`src/rtl/wallace_tree_pkg.sv`:
```
// Shared widths and layer sizing for the fp16 significand multiplier.
// Row counts per Wallace layer: 11 -> 8 -> 6 -> 4 -> 3 -> 2.
package wallace_tree_pkg;

  localparam int N_BITS = 11;
  localparam int P_BITS = 22;
  localparam int LAYERS = 5;

  typedef logic [N_BITS-1:0] operand_t;
  typedef logic [P_BITS-1:0] product_t;

  // Rows entering layer l (l = LAYERS is the CPA input).
  function automatic int row_cnt(input int l);
    int n;
    n = N_BITS;
    for (int k = 0; k < l; k++)
      n = 2 * (n / 3) + (n % 3);
    return n;
  endfunction

endpackage

```
`src/rtl/wallace_tree_full_adder.sv`:
```
// 3:2 carry-save cell used across all reduction layers.
// Ports: a, b, cin -> sum, cout.
module full_adder (
  input  logic a,
  input  logic b,
  input  logic cin,
  output logic sum,
  output logic cout
);

  assign sum  = a ^ b ^ cin;
  assign cout = (a & b) | (cin & (a ^ b));

endmodule

```
`src/rtl/wallace_tree.sv`:
```
// Unsigned 11x11 Wallace-tree multiplier, product registered once.
// Ports: clk, rst (sync, active-high), a, b -> out (22-bit a*b).
module wallace_tree
  import wallace_tree_pkg::*;
(
  input  logic               clk,
  input  logic               rst,
  input  logic [N_BITS-1:0]  a,
  input  logic [N_BITS-1:0]  b,
  output logic [P_BITS-1:0]  out
);

  // rows[l][r]: row r entering layer l; slots past row_cnt(l) tie to 0.
  logic [P_BITS-1:0] rows [0:LAYERS][0:N_BITS-1];
  logic [P_BITS-1:0] cpa;

  genvar i, l, g, k;

  for (i = 0; i < N_BITS; i++) begin : g_pp
    assign rows[0][i] =
      {{(P_BITS-N_BITS){1'b0}}, a & {N_BITS{b[i]}}} << i;
  end

  for (l = 0; l < LAYERS; l++) begin : g_layer
    localparam int CUR = row_cnt(l);
    localparam int GRP = CUR / 3;
    localparam int REM = CUR % 3;
    localparam int NXT = 2 * GRP + REM;

    for (g = 0; g < GRP; g++) begin : g_grp
      logic [P_BITS-1:0] s;
      logic [P_BITS-2:0] c;

      for (k = 0; k < P_BITS - 1; k++) begin : g_fa
        full_adder u_fa (
          .a    (rows[l][3*g][k]),
          .b    (rows[l][3*g+1][k]),
          .cin  (rows[l][3*g+2][k]),
          .sum  (s[k]),
          .cout (c[k])
        );
      end

      // Top column's carry would land at bit 22; the product
      // never reaches it, so only the sum is formed.
      assign s[P_BITS-1] = rows[l][3*g][P_BITS-1]
                         ^ rows[l][3*g+1][P_BITS-1]
                         ^ rows[l][3*g+2][P_BITS-1];

      assign rows[l+1][2*g]   = s;
      assign rows[l+1][2*g+1] = {c, 1'b0};
    end

    for (k = 0; k < REM; k++) begin : g_pass
      assign rows[l+1][2*GRP+k] = rows[l][3*GRP+k];
    end

    for (k = NXT; k < N_BITS; k++) begin : g_tie
      assign rows[l+1][k] = '0;
    end
  end

  assign cpa = rows[LAYERS][0] + rows[LAYERS][1];

  always_ff @(posedge clk) begin
    if (rst) out <= '0;
    else     out <= cpa;
  end

endmodule

```
`config.mk`:
```
export PLATFORM = sky130hd
export DESIGN_NAME = wallace_tree
export DESIGN_NICKNAME = d
export VERILOG_FILES = /design/src/rtl/wallace_tree_pkg.sv /design/src/rtl/wallace_tree_full_adder.sv /design/src/rtl/wallace_tree.sv
export SDC_FILE = /design/constraint.sdc
export NUM_CORES = 1
export LEC_CHECK = 0
export CAP_MARGIN = 15
export CELL_PAD_IN_SITES_DETAIL_PLACEMENT = 1
export CELL_PAD_IN_SITES_GLOBAL_PLACEMENT = 2
export CORE_MARGIN = 3
export CORE_UTILIZATION = 37
export DETAILED_ROUTE_END_ITERATION = 6
export PLACE_DENSITY = 0.9
export SYNTH_ARGS = -nofsm -noshare
export SYNTH_HDL_FRONTEND = slang
export SYNTH_SLANG_ARGS = --single-unit
```
`constraint.sdc`:
```
create_clock -name clk -period 6.08 [get_ports clk]
set_clock_uncertainty 0.1 [all_clocks]
set_input_delay 0.912 -clock clk [delete_from_list [all_inputs] [get_ports clk]]
set_output_delay 0.912 -clock clk [all_outputs]
set_load 0.01 [all_outputs]
```
==> results.md <==
Outcome:
- The run finished with clean final reports.

Worst hold path:
- The tightest min-delay check is of the input port to register type.
- The worst hold path stage count is 4.
- In this run the most critical hold path is launched from b[0].
- The end point of the most critical hold path is out[0]$_SDFF_PP0_.

Timing:
- Setup repair after global routing left no endpoint under its margin.
- The number of max-slew violations in the final report is 0.
- Counting I/O delays and the setup requirement, the final critical path takes 5.79 ns.
- The worst-case hold slack is 1.45 ns.
- Setup slack on the critical path of the routed design comes to 0.289 ns.
- For the pin with the worst max-slew slack, the measured transition is 0.979 ns.
- The final count of negative-setup-slack endpoints is 0.
- The count of final hold-check violations is 0.
- The upper clock frequency limit is 0.173 GHz.
- The share of the clock period used by the worst path is 95.2%.
- The max-slew headroom at the worst pin is 34.5%.

Worst setup path:
- In this design, the stage delay of the slowest critical-path cell is 0.68 ns.
- The signal on the critical path passes through clkdlybuf4s50_1, nand2_1, fa_1, inv_1, fa_1, fa_1, fa_1, inv_1, fa_1, inv_1, ha_1, a21oi_1, o21a_1, o31a_1, o221ai_1, mux2_1.
- The highest fanout seen on the critical path is 8.
- By instance count, the cell type seen most on the critical path is sky130_fd_sc_hd__fa_1.
- For this design, the slowest cell found on the critical path is sky130_fd_sc_hd__clkdlybuf4s50_1.
- The worst setup path is launched from an input port.
- The setup path with the least slack is of type input port to register.
- The count of buffering cells on the critical path with inverters included is 4.
- Among cell families on the critical path, the largest total delay comes from adder cells.
- The data arrival time of the critical path is 5.83 ns.
- The worst setup path is captured at a register.
- The data required time of the critical path is 6.12 ns.

Die:
- Pin placement for this block handled 46 I/O pins.
- The floorplan step set the die width to 114 um.
- Row generation in the floorplan step produced 38 rows.
- The area of the core region is 0.0111 sq mm.
- The floorplan step defined a die boundary enclosing 0.0129 sq mm.
- The initial standard-cell utilization of the core is 38.8%.
- Measured along the y axis, the die boundary spans 114 um.

Global routing:
- The first global-routing pass estimated 18400 um of wire.
- For this run, the total global-route usage over all layers was measured as 17.6%.
- The initial antenna violation count was 0.
- The pin count of the biggest net entering global routing is 30.
- The overflow left after global routing is 0.
- The number of global-route vias before repair was 4011.

Clock network:
- The hold buffer count at CTS is 0.
- The tree built by TritonCTS fans out to 22 sinks.
- Buffers inserted during clock tree synthesis total 3.
- The total setup buffers inserted after CTS is 0.
- The clock root buffer is sky130_fd_sc_hd__clkbuf_16.
- The maximum count of clock buffers along a single path is 2.
- The number of H-tree levels is 1.
- TritonCTS built the clock tree.
- After clock tree synthesis, the clock-pin slew on the worst setup and hold paths is 0.06 ns.
- The number of gates resized after CTS was 0.

Drt:
- After detailed routing, the total wire length is 10200 um.
- The wire length per cell after detailed routing is 15.1 um.
- Detailed routing inserted a total of 3334 vias.
- After the first detailed-routing iteration, the DRC count stood at 109.
- The number of vias per cell is 4.93.
- The count of nets left with antenna violations once routing finished came out at 0.
- The final routed DRC violation total is 0.
- The first detailed-routing pass ran for 4 iterations.

Place:
- During placement, the flow inserted port buffers numbering 45.
- The instance area at placement is 0.00514 sq mm.
- At the end of routability-driven placement, the weighted congestion stood at 0.814.
- Before CTS, the worst setup slack after placement is -0.0880 ns.
- The cell total after placement is 673.
- The HPWL after detailed placement is 9220 um.

Power and ir drop:
- Overall power consumption after layout is estimated at 0.00233 W.
- The peak ir drop on the vdd network is 0.269 mV.
- The analysis attributes to cell leakage a power of 2.65 nW.
- The power density over the cells is 445 mW/mm^2.

Logic synthesis:
- The total standard cell area after synthesis is 0.00430 sq mm.
- Synthesis produced a netlist whose cell count is 472.
- The number of nets in the synthesized netlist is 624.
- The count of yosys warnings during synthesis is 0.
- After synthesis the netlist holds a flip-flop and latch count of 22.
- In this run the mean area of a mapped cell was 9.10 sq um.
- The netlist uses 36 different library cells.
- The share of synthesized area occupied by flip-flops and latches is 10.3%.

Layout:
- Cells with a size suffix above 1 make up 9.89% of the layout.
- More flip-flops sit in one register than any other, and that register is out.
- In the final layout, the registers with the most flip-flops are out x22.
- The area growth from synthesis to final layout is 21.7%.
- After the last flow step, the layout net total stands at 690.
- The finished cells cover 0.00523 sq mm.
- The number of antenna diodes in the final layout is 0.
- The flip-flop count of the largest register after layout is 22.
- The count of filler cells inserted in the layout is 1304.
- For this run, the number of standard cells in the final layout without fillers is 676.

Job:
- The reported max-cap violation count is 0.
==> kinds of logic after synthesis <==
family,Yosys count,synth area share [%]
XOR/XNOR,5,1.02
multiplexers,7,1.92
flip-flops,22,10.3
AND/OR/NAND/NOR,167,19.3
AO/OA/AOI/OAI,39,6.23
buffers and inverters,104,9.12
adder cells (fa/ha/maj),128,52.1
==> cell usage after synthesis (all sizes together) <==
master	n	area, sq um
a21o	6	45.0
a31oi	1	6.26
o221ai	1	8.76
clkbuf	25	93.8
nand3	1	5.00
and2	57	357
o21ai	7	35.0
a41o	1	10.0
a21oi	12	71.3
nor2	15	56.3
nor2b	14	87.6
nor3	4	31.3
a41oi	2	17.5
o21a	2	15.0
nand4	1	6.26
xor2	3	26.3
dfxtp	22	440
ha	43	538
a211oi	1	7.51
fa	85	1700
buf	1	5.00
a221o	1	10.0
mux2	7	82.6
o31a	1	8.76
and3	1	6.26
o21bai	3	22.5
inv	78	293
nand2	74	280
o211a	1	10.0
xnor2	2	17.5
==> layout by cell type (no fill, tap or decap), types with 2 or more instances in the layout <==
master,count
sky130_fd_sc_hd__fa_1,85
sky130_fd_sc_hd__a21oi_2,3
sky130_fd_sc_hd__xor2_1,3
sky130_fd_sc_hd__a21o_1,6
sky130_fd_sc_hd__clkbuf_16,3
sky130_fd_sc_hd__o21bai_1,3
sky130_fd_sc_hd__o21a_1,2
sky130_fd_sc_hd__nor3_1,3
sky130_fd_sc_hd__clkdlybuf4s50_1,39
sky130_fd_sc_hd__o21ai_0,2
sky130_fd_sc_hd__xnor2_1,2
sky130_fd_sc_hd__nand2_1,73
sky130_fd_sc_hd__o21ai_1,5
sky130_fd_sc_hd__dlymetal6s2s_1,6
sky130_fd_sc_hd__nor2_1,15
sky130_fd_sc_hd__mux2_2,2
sky130_fd_sc_hd__a41oi_1,2
sky130_fd_sc_hd__dfxtp_1,22
sky130_fd_sc_hd__a21oi_1,9
sky130_fd_sc_hd__and2_1,57
sky130_fd_sc_hd__nor2b_1,14
sky130_fd_sc_hd__inv_1,78
sky130_fd_sc_hd__buf_4,42
sky130_fd_sc_hd__ha_1,43
sky130_fd_sc_hd__mux2_1,4
==> metrics by stage <==
stage / util (%) / setup TNS [ns]
finish: 47.2 / 0
detailed placement: 46.4 / -0.284
global placement: 46.4 / -0.00666
CTS: 47.1 / 0
global route: 47.2 / 0
floorplan: - / 0
==> worst min-delay path: stages <==
cell,delay [ns]
sky130_fd_sc_hd__clkdlybuf4s50_1,0.50
sky130_fd_sc_hd__buf_4,0.21
sky130_fd_sc_hd__nand2_1,0.08
sky130_fd_sc_hd__nor2_1,0.05
==> worst max-delay path by stage <==
stage | startpoint | endpoint | slack (ns) | depth (start not counted)
after global placement | b[4] | out[19]$_SDFF_PP0_ | -0.007 | 16
after global routing | a[3] | out[18]$_SDFF_PP0_ | 0.02 | 16
after detailed placement | b[4] | out[19]$_SDFF_PP0_ | -0.09 | 16
final | b[5] | out[21]$_SDFF_PP0_ | 0.29 | 16
after floorplan | b[3] | out[19]$_SDFF_PP0_ | 0.62 | 16
after CTS | b[4] | out[19]$_SDFF_PP0_ | 0.17 | 16
==> power breakdown <==
| group | total (W) | switching, W | leakage, nW | internal [W] |
|---|---|---|---|---|
| sequential | 0.000216 | 0.0000138 | 0.183 | 0.000202 |
| combinational | 0.00198 | 0.00101 | 2.43 | 0.000970 |
| clock | 0.000133 | 0.0000466 | 0.0370 | 0.0000866 |
| total | 0.00233 | 0.00107 | 2.65 | 0.00126 |
==> layer usage <==
layer,vias up,GRT usage (%),part of all wire [%]
met1,1725,20.4,40
met4,0,2.56,0.99
li1,1558,-,-
met3,8,1.75,2.2
met5,-,0,0
met2,43,35.3,56
==> area by class of cell <==
type,instances,area (sq um),share of cell area [%]
clock buffers,3,75.1,1.44
inverters,78,293,5.60
repair buffers,87,781,14.9
flip-flops and latches,22,440,8.43
well taps,140,175,3.35
multi-input cells,346,3460,66.3
Power figures use the tool's default switching activity.
